### src/rtl/sent_tx_frame_sched_if.sv
// Bundle between the SENT frame scheduler, the TX data register and the pulse encoder.
// The master modport is the scheduler's view; the slave modport is the environment's view.
interface sent_tx_frame_sched_if;
    logic        enable;
    logic [2:0]  cfg_mode;
    logic [3:0]  cfg_status;
    logic [2:0]  load_bit;
    logic        done;
    logic [15:0] data_f1;
    logic [11:0] data_f2;
    logic        frame_valid;
    logic        frame_ready;
    logic [3:0]  frame_status;
    logic [23:0] frame_data;
    logic [2:0]  frame_len;
    logic [3:0]  frame_crc;
    logic        busy;
    logic        err_timeout;
    logic        err_mode;

    modport master (
        input  enable, cfg_mode, cfg_status, done, data_f1, data_f2, frame_ready,
        output load_bit, frame_valid, frame_status, frame_data, frame_len, frame_crc,
        output busy, err_timeout, err_mode
    );

    modport slave (
        output enable, cfg_mode, cfg_status, done, data_f1, data_f2, frame_ready,
        input  load_bit, frame_valid, frame_status, frame_data, frame_len, frame_crc,
        input  busy, err_timeout, err_mode
    );
endinterface

### src/rtl/sent_tx_frame_sched.sv
// SENT fast-channel frame scheduler: requests data from the TX register, packs
// the nibbles, computes the J2716 CRC4 and offers the frame over valid/ready.
module sent_tx_frame_sched #(
    parameter int          TIMEOUT  = 64,
    parameter logic [3:0]  CRC_SEED = 4'b0101
) (
    input  logic                          clk_tx,
    input  logic                          reset_tx,
    sent_tx_frame_sched_if.master         sched
);

    localparam int WAIT_W = $clog2(TIMEOUT + 1);

    typedef enum logic [1:0] {
        ST_IDLE = 2'd0,
        ST_LOAD = 2'd1,
        ST_CRC  = 2'd2,
        ST_HOLD = 2'd3
    } state_t;

    state_t              r_state;
    logic [2:0]          r_mode;
    logic [3:0]          r_status;
    logic [2:0]          r_load_bit;
    logic [WAIT_W-1:0]   r_wait;
    logic [7:0]          r_rcnt;
    logic [23:0]         r_data;
    logic [23:0]         r_shift;
    logic [2:0]          r_len;
    logic [2:0]          r_nib_cnt;
    logic [3:0]          r_crc;
    logic [3:0]          r_frame_crc;
    logic                r_valid;
    logic                r_busy;
    logic                r_err_timeout;
    logic                r_err_mode;

    logic [23:0]         w_packed;
    logic [2:0]          w_len;
    logic [3:0]          w_crc_next;

    function automatic logic [23:0] pack_nibbles(input logic [2:0]  mode,
                                                 input logic [15:0] f1,
                                                 input logic [11:0] f2,
                                                 input logic [7:0]  cnt);
        case (mode)
            3'b001:  return {f1[11:0], f2[3:0], f2[7:4], f2[11:8]};
            3'b010:  return {f1[11:0], 12'h000};
            3'b011:  return {f1[11:0], cnt[3:0], 8'h00};
            3'b100:  return {f1[11:0], cnt, ~f1[11:8]};
            3'b101:  return {f1[11:0], 12'h000};
            3'b110:  return {f1[13:0], f2[5:0], 4'h0};
            3'b111:  return {f1, f2[3:0], 4'h0};
            default: return 24'h000000;
        endcase
    endfunction

    function automatic logic [2:0] nibble_count(input logic [2:0] mode);
        case (mode)
            3'b010:  return 3'd3;
            3'b011:  return 3'd4;
            default: return 3'd6;
        endcase
    endfunction

    // One CRC step consumes a whole nibble, msb first, polynomial x^4+x^3+x^2+1.
    function automatic logic [3:0] crc4_nibble(input logic [3:0] crc_in,
                                               input logic [3:0] nib);
        logic [3:0] c;
        logic       fb;
        // NOTE: blocking assignments are correct here; this is combinational
        // scratch state inside a function, evaluated in order within one call.
        c = crc_in;
        for (int i = 3; i >= 0; i--) begin
            fb = c[3] ^ nib[i];
            c  = {c[2:0], 1'b0} ^ (fb ? 4'b1101 : 4'b0000);
        end
        return c;
    endfunction

    assign w_packed   = pack_nibbles(r_mode, sched.data_f1, sched.data_f2, r_rcnt);
    assign w_len      = nibble_count(r_mode);
    // Unused low nibbles are zero, so shifting past len feeds the augmenting zero.
    assign w_crc_next = crc4_nibble(r_crc, r_shift[23:20]);

    // NOTE: all state uses non-blocking assignments so every register samples
    // pre-edge values; the async reset also clears load_bit without a clock.
    always_ff @(posedge clk_tx or posedge reset_tx) begin
        if (reset_tx) begin
            r_state       <= ST_IDLE;
            r_mode        <= 3'd0;
            r_status      <= 4'd0;
            r_load_bit    <= 3'd0;
            r_wait        <= '0;
            r_rcnt        <= 8'd0;
            r_data        <= 24'd0;
            r_shift       <= 24'd0;
            r_len         <= 3'd0;
            r_nib_cnt     <= 3'd0;
            r_crc         <= 4'd0;
            r_frame_crc   <= 4'd0;
            r_valid       <= 1'b0;
            r_busy        <= 1'b0;
            r_err_timeout <= 1'b0;
            r_err_mode    <= 1'b0;
        end else begin
            r_err_timeout <= 1'b0;
            r_err_mode    <= 1'b0;
            case (r_state)
                ST_IDLE: begin
                    if (sched.enable) begin
                        if (sched.cfg_mode != 3'd0) begin
                            r_mode     <= sched.cfg_mode;
                            r_status   <= sched.cfg_status;
                            r_load_bit <= sched.cfg_mode;
                            r_wait     <= '0;
                            r_busy     <= 1'b1;
                            r_state    <= ST_LOAD;
                        end else begin
                            r_err_mode <= 1'b1;
                        end
                    end
                end

                ST_LOAD: begin
                    if (sched.done) begin
                        r_load_bit <= 3'd0;
                        r_data     <= w_packed;
                        r_shift    <= w_packed;
                        r_len      <= w_len;
                        r_nib_cnt  <= 3'd0;
                        r_crc      <= CRC_SEED;
                        r_state    <= ST_CRC;
                    end else if (r_wait == WAIT_W'(TIMEOUT - 1)) begin
                        r_load_bit    <= 3'd0;
                        r_err_timeout <= 1'b1;
                        r_busy        <= 1'b0;
                        r_state       <= ST_IDLE;
                    end else begin
                        r_wait <= r_wait + 1'b1;
                    end
                end

                ST_CRC: begin
                    r_crc   <= w_crc_next;
                    r_shift <= {r_shift[19:0], 4'h0};
                    if (r_nib_cnt == r_len) begin
                        r_frame_crc <= w_crc_next;
                        r_valid     <= 1'b1;
                        r_state     <= ST_HOLD;
                    end else begin
                        r_nib_cnt <= r_nib_cnt + 1'b1;
                    end
                end

                ST_HOLD: begin
                    if (sched.frame_ready) begin
                        r_valid <= 1'b0;
                        r_rcnt  <= r_rcnt + 1'b1;
                        r_busy  <= 1'b0;
                        r_state <= ST_IDLE;
                    end
                end

                default: r_state <= ST_IDLE;
            endcase
        end
    end

    assign sched.load_bit     = r_load_bit;
    assign sched.frame_valid  = r_valid;
    assign sched.frame_status = r_status;
    assign sched.frame_data   = r_data;
    assign sched.frame_len    = r_len;
    assign sched.frame_crc    = r_frame_crc;
    assign sched.busy         = r_busy;
    assign sched.err_timeout  = r_err_timeout;
    assign sched.err_mode     = r_err_mode;

endmodule

### src/flat_wrapper.sv
// flat-port wrapper written by rule: the top's interface ports become plain ports
module sent_tx_frame_sched_flat 
#(
    parameter int          TIMEOUT  = 64,
    parameter logic [3:0]  CRC_SEED = 4'b0101
)
  (clk_tx, reset_tx, sched_enable, sched_cfg_mode, sched_cfg_status, sched_done, sched_data_f1, sched_data_f2, sched_frame_ready, sched_load_bit, sched_frame_valid, sched_frame_status, sched_frame_data, sched_frame_len, sched_frame_crc, sched_busy, sched_err_timeout, sched_err_mode);
  sent_tx_frame_sched_if sched_i ();
  input  logic clk_tx;
  input  logic reset_tx;
  input wire logic [$bits(sched_i.enable)-1:0] sched_enable;
  input wire logic [$bits(sched_i.cfg_mode)-1:0] sched_cfg_mode;
  input wire logic [$bits(sched_i.cfg_status)-1:0] sched_cfg_status;
  input wire logic [$bits(sched_i.done)-1:0] sched_done;
  input wire logic [$bits(sched_i.data_f1)-1:0] sched_data_f1;
  input wire logic [$bits(sched_i.data_f2)-1:0] sched_data_f2;
  input wire logic [$bits(sched_i.frame_ready)-1:0] sched_frame_ready;
  output wire logic [$bits(sched_i.load_bit)-1:0] sched_load_bit;
  output wire logic [$bits(sched_i.frame_valid)-1:0] sched_frame_valid;
  output wire logic [$bits(sched_i.frame_status)-1:0] sched_frame_status;
  output wire logic [$bits(sched_i.frame_data)-1:0] sched_frame_data;
  output wire logic [$bits(sched_i.frame_len)-1:0] sched_frame_len;
  output wire logic [$bits(sched_i.frame_crc)-1:0] sched_frame_crc;
  output wire logic [$bits(sched_i.busy)-1:0] sched_busy;
  output wire logic [$bits(sched_i.err_timeout)-1:0] sched_err_timeout;
  output wire logic [$bits(sched_i.err_mode)-1:0] sched_err_mode;
  assign sched_i.enable = sched_enable;
  assign sched_i.cfg_mode = sched_cfg_mode;
  assign sched_i.cfg_status = sched_cfg_status;
  assign sched_i.done = sched_done;
  assign sched_i.data_f1 = sched_data_f1;
  assign sched_i.data_f2 = sched_data_f2;
  assign sched_i.frame_ready = sched_frame_ready;
  assign sched_load_bit = sched_i.load_bit;
  assign sched_frame_valid = sched_i.frame_valid;
  assign sched_frame_status = sched_i.frame_status;
  assign sched_frame_data = sched_i.frame_data;
  assign sched_frame_len = sched_i.frame_len;
  assign sched_frame_crc = sched_i.frame_crc;
  assign sched_busy = sched_i.busy;
  assign sched_err_timeout = sched_i.err_timeout;
  assign sched_err_mode = sched_i.err_mode;
  sent_tx_frame_sched #(.TIMEOUT(TIMEOUT), .CRC_SEED(CRC_SEED)) u_core (.clk_tx(clk_tx), .reset_tx(reset_tx), .sched(sched_i));
endmodule
### config.mk
export PLATFORM = sky130hd
export DESIGN_NAME = sent_tx_frame_sched_flat
export DESIGN_NICKNAME = d
export VERILOG_FILES = /design/src/rtl/sent_tx_frame_sched_if.sv /design/src/rtl/sent_tx_frame_sched.sv /design/src/flat_wrapper.sv
export SDC_FILE = /design/constraint.sdc
export NUM_CORES = 1
export LEC_CHECK = 0
export ABC_AREA = 1
export CAP_MARGIN = 20
export CORE_MARGIN = 8
export CORE_UTILIZATION = 56
export DETAILED_ROUTE_END_ITERATION = 10
export GPL_ROUTABILITY_DRIVEN = 0
export PLACE_DENSITY = 0.95
export SLEW_MARGIN = 40
export SYNTH_ARGS = -nofsm -noshare
export SYNTH_HDL_FRONTEND = slang
export SYNTH_SLANG_ARGS = --single-unit
### constraint.sdc
create_clock -name clk_tx -period 4.45 [get_ports clk_tx]
set_input_delay 0.445 -clock clk_tx [delete_from_list [all_inputs] [get_ports clk_tx]]
set_output_delay 0.445 -clock clk_tx [all_outputs]
set_load 0.1 [all_outputs]
==> qor.txt, run 1 <==
WORST SETUP PATH
-------------------------------------------------------------------------------------------------
Number of buffers and inverters on the critical path                                            3
Crit-path slowest cell                                                                    dfrtp_1
Ordered cell list for the critical path                                              inv_1, nor2_4, inv_2, nand2_1, inv_2, nand2_1, o211ai_1
Critical path data required time                                                          4680 ps
Critical path's top delay family                                                     simple AND/OR/NAND/NOR gates
Data arrival time of the worst path                                                       2360 ps
WS Path Type                                                                              reg2reg
CP Max Fanout                                                                                  21
Maximum single-stage delay on the critical path                                            500 ps
Sort of element at the start of the critical path                                            flop
Endpoint kind of the worst setup timing path                                                 flop

TIMING
-------------------------------------------------------------------------------------------------
Setup skew after layout                                                                   11.4 ps
Sum of negative setup slack                                                                  0 ps
Final slew viol count                                                                           0
Period minus WS final                                                                     2130 ps
Final worst setup slack                                                                   2320 ps
Headroom to the max-slew limit                                                              55.4%
Setup repair after global routing missed its margin                                            no
Slew of the pin with the lowest slew margin                                                666 ps
Final critical-path share of the clock period                                               47.8%
Hold WS                                                                                    475 ps
Maximum frequency from static timing analysis                                             470 MHz
Number of failing setup endpoints in the final timing report                                    0
Final count of hold timing violations                                                           0

YOSYS
-------------------------------------------------------------------------------------------------
Portion of synthesized cell area occupied by the leading cell type                          52.3%
Number of distinct library cell variants in the gate-level netlist after synthesis             29
Post-synthesis instance area                                                         0.00445 sq mm
Number of storage elements in the synthesis netlist                                            93
Cells taking the most area after synthesis                                           dfrtp_1, nand2_1, inv_1, nand3_1, o21ai_0
Yosys warnings                                                                                  0
Mean cell area of the mapped netlist                                                   8.05 sq um
Most used flip-flop cell after synthesis                                                  dfrtp_1
Dominant combinational cell family by area after synthesis                           simple AND/OR/NAND/NOR gates
Xor and xnor fraction of the mapped netlist area                                            3.15%
Mux share of post-synthesis cell area                                                          0%
Cells after Synth                                                                             553
Proportion of register bits with asynchronous set or reset after synthesis                   100%
Area share of and/or/nand/nor cells after synthesis                                         27.1%
Complex-gate fraction of the synthesized area                                               10.1%
Post-synth EDFFs                                                                                0
Leading post-synthesis cells by instance count                                       nand2_1, dfrtp_1, inv_1
Total nets after synthesis                                                                    596
Cell taking the most area after synthesis                                                 dfrtp_1
Proportion of synthesized chip area in sequential cells                                     52.3%
Most numerous cell in the Yosys netlist                                                   nand2_1
Post-Synth Adder-Cell Area                                                                 0.844%

FLOORPLANNING
-------------------------------------------------------------------------------------------------
Height of the die                                                                          105 um
Number of top-level pins                                                                       82
Effective utilization at floorplan                                                          57.6%
Total die area                                                                       0.0111 sq mm
Number of cell rows                                                                            32
Die width                                                                                  105 um
Placeable core region                                                                0.00773 sq mm

GRT
-------------------------------------------------------------------------------------------------
Maximum number of pins on one net before global-route repair                                   63
GR Overflow Total                                                                               0
Global-route wire length before repair                                                   19400 um
Overall Global Routing Usage                                                                21.4%
Initial antenna violation count                                                                 0
Vias in the first global route                                                               4156

CLOCK NETWORK
-------------------------------------------------------------------------------------------------
Clk root buf                                                                             clkbuf_8
Sinks on Clock Net                                                                             93
Clock tree from TritonCTS                                                                   built
Clock latency at the later pin of the worst-skew pair                                      370 ps
Depth of the CTS H-tree                                                                         3
Number of resized instances in the post-cts repair step                                         0
Total of hold buffers inserted after clock tree synthesis                                       0
Clock-pin slew of the registers on the worst-case setup and hold paths                      80 ps
Maximum clock insertion buffer count                                                            2
Setup Buffers After CTS                                                                         0
CTS Buf Count                                                                                   9

LAYOUT
-------------------------------------------------------------------------------------------------
Area taken by flip-flops and latches                                                 0.00233 sq mm
Antenna cells                                                                                   0
# fillers                                                                                     570
Total number of nets in the final design                                                      675
Area growth, synth to finish                                                                20.3%
Combined area of the multi-input logic cells                                         0.00184 sq mm
Share of layout cells above drive strength 1                                                11.6%

MIN PATH
-------------------------------------------------------------------------------------------------
Hold Crit Class                                                                          in2async

ROUTE
-------------------------------------------------------------------------------------------------
Detailed-routing iteration count for the pre-antenna-repair pass                                5
Count of unresolved DRC violations after routing                                                0
Avg WL per Cell                                                                           15.9 um
Sum of routed wire length over all layers                                                11700 um
DRT iter0 DRCs                                                                                365
Routed vias                                                                                  4189
Via-to-Cell Ratio                                                                            5.67
Detail Route Antenna Nets                                                                       0

POWER
-------------------------------------------------------------------------------------------------
Ratio of total power to cell area                                                     844 mW/mm^2
LEAKAGE                                                                                0.00284 uW
Peak supply drop                                                                         0.652 mV

PLACED DESIGN
-------------------------------------------------------------------------------------------------
Number of buffers added on ports                                                               81
Post-detail-place hpwl                                                                    8570 um
Worst setup slack after placement                                                         2110 ps

JOB
-------------------------------------------------------------------------------------------------
Count of max-cap constraint violations                                                          0

RUN STATUS
-------------------------------------------------------------------------------------------------
Outcome                                                                              complete, no violations

## metrics by stage
step / cells / instance area (sq um) / power, uW / utilization (%)
finish: 739 / 5350 / 4520 / 69.3
global route: 739 / 5350 / 4780 / 69.3
CTS: 739 / 5350 / 4500 / 69.2
detailed placement: 723 / 5120 / 3850 / 66.3
global placement: 723 / 5320 / 3900 / 68.9
floorplan: 553 / 4450 / 3380 / -
## sequential cells by signal (all words and copies together) (netlist names), named ones only
signal                     count
u_core.r_crc                   4
u_core.r_mode                  3
u_core.r_nib_cnt               3
u_core.r_rcnt                  8
u_core.r_shift                24
u_core.r_state                 1
u_core.r_wait                  7
u_core.sched.busy              1
u_core.sched.err_mode          1
u_core.sched.err_timeout       1
u_core.sched.frame_crc         4
u_core.sched.frame_data       24
u_core.sched.frame_len         3
u_core.sched.frame_status      4
u_core.sched.frame_valid       1
u_core.sched.load_bit          3
## final timing paths
kind	start	to	slack [ps]	cells past startpoint
min reg2reg	u_core.sched.frame_status[3]$_DFFE_PP0P_	u_core.sched.frame_status[3]$_DFFE_PP0P_	480	2
max reg2reg	flop	u_core.r_shift[19]$_DFFE_PP0P_	2320	7
max in group asynchronous	reset_tx	u_core.r_shift[8]$_DFFE_PP0P_	3150	3
min in group clk_tx	u_core.sched.frame_status[3]$_DFFE_PP0P_	u_core.sched.frame_status[3]$_DFFE_PP0P_	480	2
min	reset_tx	u_core.r_shift[22]$_DFFE_PP0P_	470	2
max	flop	u_core.r_shift[19]$_DFFE_PP0P_	2320	7
## layout make-up
class                           instances  area share [%]
Inverter                               57            4.09
Timing Repair Buffer                   82            11.4
Clock inverter                          4            1.31
Sequential cell                        93            43.5
Multi-Input combinational cell        389            34.5
Clock buffer                           12            2.90
Tap cell                              102            2.38
## routing by layer
layer,vias to the layer above,global-route usage (%),part of all wire (%)
met1,1974,25.4,40
met3,47,5.34,7.3
met2,236,35.3,49
met5,-,0,0
met4,0,11.1,3.9
li1,1932,-,-
## report_power, final
group / internal [uW] / switching (uW) / total, uW
registers: 1150 / 220 / 1370
logic: 518 / 2000 / 2510
clock network: 346 / 287 / 633
## logic make-up after synthesis
family / after synthesis
fa+ha+maj: 3
xor+xnor: 16
simple gates: 295
compound gates: 75
buf+inv: 71
flops: 93
## placed cells by master, fill, tap and decap left out
| cell | instances |
|---|---|
| o21ai_1 | 9 |
| bufinv_16 | 2 |
| nor2_4 | 3 |
| clkbuf_8 | 11 |
| xnor2_1 | 6 |
| clkinv_2 | 2 |
| nor2_1 | 33 |
| nand4_1 | 3 |
| nand3b_1 | 2 |
| a22oi_1 | 4 |
| ha_1 | 3 |
| inv_1 | 50 |
| xor2_1 | 10 |
| clkinv_4 | 1 |
| a21oi_1 | 6 |
| nand2_4 | 1 |
| buf_4 | 1 |
| inv_2 | 6 |
| o221ai_1 | 2 |
| clkbuf_1 | 1 |
| o21ai_0 | 28 |
| a21oi_4 | 1 |
| nand2_2 | 2 |
| nor3_1 | 2 |
| or2_2 | 1 |
| o22ai_1 | 13 |
| dfrtp_1 | 93 |
| clkdlybuf4s50_1 | 39 |
| nand2_1 | 210 |
| o211ai_1 | 12 |
| nand3_1 | 36 |
| nor3_2 | 1 |
| nor4_1 | 1 |
| buf_2 | 42 |
Power figures use the tool's default switching activity.
==> inputs of run 2 (changes only) <==
--- a/config.mk
+++ b/config.mk
@@ -8,10 +8,10 @@
 export ABC_AREA = 1
 export CAP_MARGIN = 20
 export CORE_MARGIN = 8
-export CORE_UTILIZATION = 56
+export CORE_UTILIZATION = 47
 export DETAILED_ROUTE_END_ITERATION = 10
 export GPL_ROUTABILITY_DRIVEN = 0
-export PLACE_DENSITY = 0.95
+export PLACE_DENSITY = 0.86
 export SLEW_MARGIN = 40
 export SYNTH_ARGS = -nofsm -noshare
 export SYNTH_HDL_FRONTEND = slang
==> constraint.sdc (replaced) <==
create_clock -name clk_tx -period 1.9 [get_ports clk_tx]
set_input_delay 0.19 -clock clk_tx [delete_from_list [all_inputs] [get_ports clk_tx]]
set_output_delay 0.19 -clock clk_tx [all_outputs]
set_load 0.1 [all_outputs]
==> qor.txt, run 2 (same netlist as run 1, synthesis figures left out) <==
RUN STATUS
-------------------------------------------------------------------------------------
Outcome                                                                  complete, no violations

POWER
-------------------------------------------------------------------------------------
Peak supply drop                                                             0.989 mV
Overall power                                                                11100 uW
LEAKAGE                                                                    0.00294 uW
Ratio of total power to cell area                                        1970 mW/mm^2

CLOCK NETWORK
-------------------------------------------------------------------------------------
Clock tree from TritonCTS                                                       built
Clock latency at the later pin of the worst-skew pair                          360 ps
Clk root buf                                                                 clkbuf_8
Depth of the CTS H-tree                                                             3
Clock-pin slew of the registers on the worst-case setup and hold paths          90 ps
CTS Buf Count                                                                       9
Sinks on Clock Net                                                                 93
Maximum clock insertion buffer count                                                2

FLOORPLANNING
-------------------------------------------------------------------------------------
Height of the die                                                              113 um
Total die area                                                           0.0128 sq mm
Effective utilization at floorplan                                              48.4%
Die width                                                                      113 um
Placeable core region                                                    0.00920 sq mm
Number of top-level pins                                                           82
Number of cell rows                                                                35

GRT
-------------------------------------------------------------------------------------
Initial antenna violation count                                                     0
GR Overflow Total                                                                   0
Global-route wire length before repair                                       20500 um
Maximum number of pins on one net before global-route repair                       37
Overall Global Routing Usage                                                    19.7%
Vias in the first global route                                                   4285

TIMING
-------------------------------------------------------------------------------------
Period minus WS final                                                         1780 ps
Final count of hold timing violations                                               0
Headroom to the max-slew limit                                                  69.7%
Maximum frequency from static timing analysis                                 562 MHz
Slew of the pin with the lowest slew margin                                    451 ps
Hold WS                                                                        156 ps
Final worst setup slack                                                        121 ps
Final critical-path share of the clock period                                   93.7%
Number of failing setup endpoints in the final timing report                        0
Final slew viol count                                                               0
Setup repair after global routing missed its margin                                no
Setup skew after layout                                                       7.72 ps
Sum of negative setup slack                                                      0 ps

PLACED DESIGN
-------------------------------------------------------------------------------------
Number of buffers added on ports                                                   81
Worst setup slack after placement                                             29.2 ps
Post-detail-place hpwl                                                        9280 um
Cell count after placement                                                        745

WORST SETUP PATH
-------------------------------------------------------------------------------------
Endpoint kind of the worst setup timing path                                     flop
Critical path's top delay family                                         compound AO/OA/AOI/OAI gates
WS Path Type                                                                  reg2reg
CP Max Fanout                                                                      15
Data arrival time of the worst path                                           2050 ps
Number of buffers and inverters on the critical path                                1
Sort of element at the start of the critical path                                flop
Worst flop-to-flop path startpoint                                       u_core.r_state[0]$_DFFE_PP0P_
Worst r2r path cells                                                                6
Critical path data required time                                              2170 ps
Crit-path slowest cell                                                        dfrtp_1
Cell count along the critical path                                                  6
Maximum single-stage delay on the critical path                                470 ps
Ordered cell list for the critical path                                  inv_2, nor2_4, nand2_4, a21oi_4, o21ai_0, o211ai_1
Launch point of the worst path                                           u_core.r_state[0]$_DFFE_PP0P_

ROUTE
-------------------------------------------------------------------------------------
DRT iter0 DRCs                                                                    355
Count of unresolved DRC violations after routing                                    0
Via-to-Cell Ratio                                                                5.51
Detail Route Antenna Nets                                                           0
Sum of routed wire length over all layers                                    12500 um
Routed vias                                                                      4198
Detailed-routing iteration count for the pre-antenna-repair pass                    5
Avg WL per Cell                                                               16.3 um

LAYOUT
-------------------------------------------------------------------------------------
Number of standard cells in the final layout excluding fillers                    762
Share of layout cells above drive strength 1                                    14.0%
# fillers                                                                         748
Commonest cells after routing, fill and taps aside                       nand2_1, dfrtp_1, buf_4, inv_1, clkdlybuf4s50_1
Total number of nets in the final design                                          689
Area growth, synth to finish                                                    26.7%
Antenna cells                                                                       0
Most frequent standard cell in the layout excluding fill and tap cells        nand2_1

MIN PATH
-------------------------------------------------------------------------------------
Hold Crit Class                                                              in2async

JOB
-------------------------------------------------------------------------------------
Count of max-cap constraint violations                                              0

[run 2: path summary, 6_finish.rpt]
kind	end	slack [ps]
max	u_core.r_shift[20]$_DFFE_PP0P_	120
min	u_core.sched.busy$_DFFE_PP0P_	160
max reg2reg	u_core.r_shift[20]$_DFFE_PP0P_	120
min reg2reg	u_core.sched.frame_data[12]$_DFFE_PP0P_	490
max in group asynchronous	u_core.r_shift[8]$_DFFE_PP0P_	1070
min in group clk_tx	u_core.sched.frame_status[2]$_DFFE_PP0P_	400
[run 2: through the flow]
stage	cell area, sq um	utilization (%)
floorplan	4450	-
global placement	5380	58.5
detailed placement	5380	58.5
CTS	5620	61.1
global route	5640	61.3
finish	5640	61.3
[run 2: metal layers]
metal | track usage, % | vias up | routed length, um
li1 | - | 1948 | -
met1 | 23.2 | 2007 | 4890
met2 | 34.0 | 206 | 6350
met3 | 4.53 | 37 | 863
met4 | 8.08 | 0 | 347
met5 | 0 | - | 0
[run 2: worst register-to-register path: cells and delay by family (launching register included)]
| kind | cells | cell delay (ps) |
|---|---|---|
| buffers and inverters | 1 | 100 |
| flip-flops | 1 | 470 |
| AO/OA/AOI/OAI | 3 | 800 |
| AND/OR/NAND/NOR | 2 | 340 |
[run 2: layout make-up]
cell class	instances	area, sq um	share of cell area, %
Clock buffer	12	145	2.57
Clock inverter	4	95.1	1.69
Inverter	57	218	3.86
Multi-Input combinational cell	389	1840	32.7
Sequential cell	93	2330	41.3
Tap cell	111	139	2.46
Timing Repair Buffer	96	868	15.4
[run 2: timing repair]
item,4_1_cts,5_1_grt
gates resized for setup,1,5
setup buffers,0,1
pin swaps,0,0
endpoints found under the setup margin,1,14
hold buffers,0,0
[run 2: where the power goes]
part           switching [uW]  internal (uW)
Sequential                527           2690
Combinational            4770           1540
Clock                     679            910
Total                    5980           5140
==> inputs of run 3 (changes only) <==
--- a/config.mk
+++ b/config.mk
@@ -8,10 +8,10 @@
 export ABC_AREA = 1
 export CAP_MARGIN = 20
 export CORE_MARGIN = 8
-export CORE_UTILIZATION = 47
+export CORE_UTILIZATION = 52
 export DETAILED_ROUTE_END_ITERATION = 10
 export GPL_ROUTABILITY_DRIVEN = 0
-export PLACE_DENSITY = 0.86
+export PLACE_DENSITY = 0.89
 export SLEW_MARGIN = 40
 export SYNTH_ARGS = -nofsm -noshare
 export SYNTH_HDL_FRONTEND = slang
==> constraint.sdc (replaced) <==
create_clock -name clk_tx -period 1.8 [get_ports clk_tx]
set_input_delay 0.18 -clock clk_tx [delete_from_list [all_inputs] [get_ports clk_tx]]
set_output_delay 0.18 -clock clk_tx [all_outputs]
set_load 0.1 [all_outputs]
==> qor.txt, run 3 (same netlist as run 1, synthesis figures left out) <==
MIN PATH
-------------------------------------------------------------------------------------
Hold Crit Class                                                              in2async

JOB
-------------------------------------------------------------------------------------
Count of max-cap constraint violations                                              0

LAYOUT
-------------------------------------------------------------------------------------
Share of layout cells above drive strength 1                                    14.5%
Area growth, synth to finish                                                    25.8%
Most frequent standard cell in the layout excluding fill and tap cells        nand2_1
Commonest cells after routing, fill and taps aside                       nand2_1, dfrtp_1, buf_4, inv_1, clkdlybuf4s50_1
Total number of nets in the final design                                          695
Antenna cells                                                                       0

WORST SETUP PATH
-------------------------------------------------------------------------------------
Worst flop-to-flop path startpoint                                       u_core.r_wait[0]$_DFFE_PP0P_
Sort of element at the start of the critical path                                flop
WS Path Type                                                                  reg2reg
Critical path data required time                                              2060 ps
Reg-to-reg slack, setup                                                        110 ps
Crit-path slowest cell                                                        dfrtp_2
Ordered cell list for the critical path                                  ha_1, nand3_1, nor2_2, nand3_1, nor2_1, inv_1, nand2_4, inv_2, nand2_1, nand2_1
Data arrival time of the worst path                                           1950 ps
Critical path's top delay family                                         simple AND/OR/NAND/NOR gates
Number of buffers and inverters on the critical path                                2
Endpoint of the worst-slack reg-to-reg timing path                       u_core.r_wait[5]$_DFFE_PP0P_
Maximum single-stage delay on the critical path                                420 ps
Endpoint kind of the worst setup timing path                                     flop
CP Max Fanout                                                                      10
Worst r2r path cells                                                               10

PLACED DESIGN
-------------------------------------------------------------------------------------
Post-detail-place hpwl                                                        8890 um
Number of buffers added on ports                                                   81

FLOORPLANNING
-------------------------------------------------------------------------------------
Effective utilization at floorplan                                              53.9%
Height of the die                                                              109 um
Die width                                                                      109 um
Placeable core region                                                    0.00826 sq mm
Number of cell rows                                                                33
Total die area                                                           0.0118 sq mm
Number of top-level pins                                                           82

TIMING
-------------------------------------------------------------------------------------
Final critical-path share of the clock period                                   93.8%
Period minus WS final                                                         1690 ps
Number of failing setup endpoints in the final timing report                        0
Hold WS                                                                        294 ps
Slew of the pin with the lowest slew margin                                    474 ps
Headroom to the max-slew limit                                                  68.4%
Sum of negative setup slack                                                      0 ps
Maximum frequency from static timing analysis                                 592 MHz
Setup repair after global routing missed its margin                                no
Final slew viol count                                                               0
Final count of hold timing violations                                               0
Setup skew after layout                                                       12.5 ps

CLOCK NETWORK
-------------------------------------------------------------------------------------
Maximum clock insertion buffer count                                                2
Clk root buf                                                                 clkbuf_8
Total of hold buffers inserted after clock tree synthesis                           0
Depth of the CTS H-tree                                                             3
Clock-pin slew of the registers on the worst-case setup and hold paths          90 ps
CTS Buf Count                                                                       9
Clock latency at the later pin of the worst-skew pair                          380 ps
Sinks on Clock Net                                                                 93
Clock tree from TritonCTS                                                       built

ROUTE
-------------------------------------------------------------------------------------
Routed vias                                                                      4169
Detail Route Antenna Nets                                                           0
Avg WL per Cell                                                               15.7 um
Detailed-routing iteration count for the pre-antenna-repair pass                    5
Sum of routed wire length over all layers                                    12000 um
DRT iter0 DRCs                                                                    303
Via-to-Cell Ratio                                                                5.47
Count of unresolved DRC violations after routing                                    0

POWER
-------------------------------------------------------------------------------------
Overall power                                                                11400 uW
LEAKAGE                                                                    0.00294 uW
Fraction of power consumed by the clock network                                 11.8%
Peak supply drop                                                              1.46 mV
Ratio of total power to cell area                                        2040 mW/mm^2
Net switching fraction of the power                                             54.6%
Share of power burned in registers                                              29.5%
Combinational cell fraction of total power                                      58.7%
Cell-internal power                                                           5180 uW
Switching pwr                                                                 6230 uW

RUN STATUS
-------------------------------------------------------------------------------------
Outcome                                                                  complete, no violations

GRT
-------------------------------------------------------------------------------------
GR Overflow Total                                                                   0
Initial antenna violation count                                                     0
Vias in the first global route                                                   4079
Maximum number of pins on one net before global-route repair                       94
Overall Global Routing Usage                                                    21.0%
Global-route wire length before repair                                       19500 um

[run 3: worst max path at each step]
| stage | depth (start not counted) | slack [ps] | to | from |
|---|---|---|---|---|
| after floorplan | 6 | 10 | u_core.sched.frame_crc[1]$_DFFE_PP0P_ | u_core.sched.frame_len[0]$_DFFE_PP0P_ |
| after global placement | 8 | 150 | u_core.r_mode[2]$_DFFE_PP0P_ | sched_cfg_mode[1] |
| after detailed placement | 9 | 60 | u_core.r_wait[5]$_DFFE_PP0P_ | sched_cfg_mode[0] |
| after CTS | 10 | 4 | u_core.r_wait[5]$_DFFE_PP0P_ | u_core.r_wait[0]$_DFFE_PP0P_ |
| after global routing | 10 | 9 | u_core.r_wait[0]$_DFFE_PP0P_ | u_core.r_wait[0]$_DFFE_PP0P_ |
| final | 10 | 110 | u_core.r_wait[5]$_DFFE_PP0P_ | u_core.r_wait[0]$_DFFE_PP0P_ |
[run 3: through the flow]
| stage | cells | setup slack, ps | utilization, % | area (sq um) |
|---|---|---|---|---|
| 5_1_grt | 762 | 8.80 | 67.8 | 5600 |
| 4_1_cts | 761 | 4.10 | 67.6 | 5580 |
| 3_3_place_gp | 745 | 150 | 65.3 | 5390 |
| 6_report | 762 | 111 | 67.8 | 5600 |
| 3_5_place_dp | 745 | 62.7 | 65.3 | 5390 |
| 2_1_floorplan | 553 | 11.7 | - | 4450 |
[run 3: timing repair]
action,CTS,global route
buffers inserted,0,1
hold endpoints to repair,0,0
gates resized for setup,0,4
setup endpoints to repair,0,12
[run 3: routing by layer]
metal	up-vias	GRT usage [%]	part of all wire [%]
li1	1965	-	-
met1	1962	25.4	40
met2	207	34.0	49
met3	35	6.13	8.1
met4	0	9.78	2.8
met5	-	0	0
[run 3: worst reg2reg max path, delay by kind of cell, from the launching register on]
family,cells,cell delay (ps)
and+or+nand+nor,7,800
DFF,1,420
adders and majority gates,1,210
buffers and inverters,2,160
[run 3: power groups by stage]
stage / combinational (uW) / clock, uW / sequential [uW]
finish: 6700 / 1340 / 3370
global route: 7220 / 1430 / 3460
CTS: 6680 / 1350 / 3360
detailed placement: 6650 / 0 / 3390
global placement: 6500 / 0 / 3350
floorplan: 2510 / 0 / 5840
[run 3: final cells by class]
class / instances / area (sq um)
clock inverters: 3 / 18.8
repair buffers: 102 / 888
multi-input cells: 389 / 1840
inverters: 57 / 218
well taps: 105 / 131
clock buffers: 13 / 169
fillers: 639 / 2660
flip-flops and latches: 93 / 2330
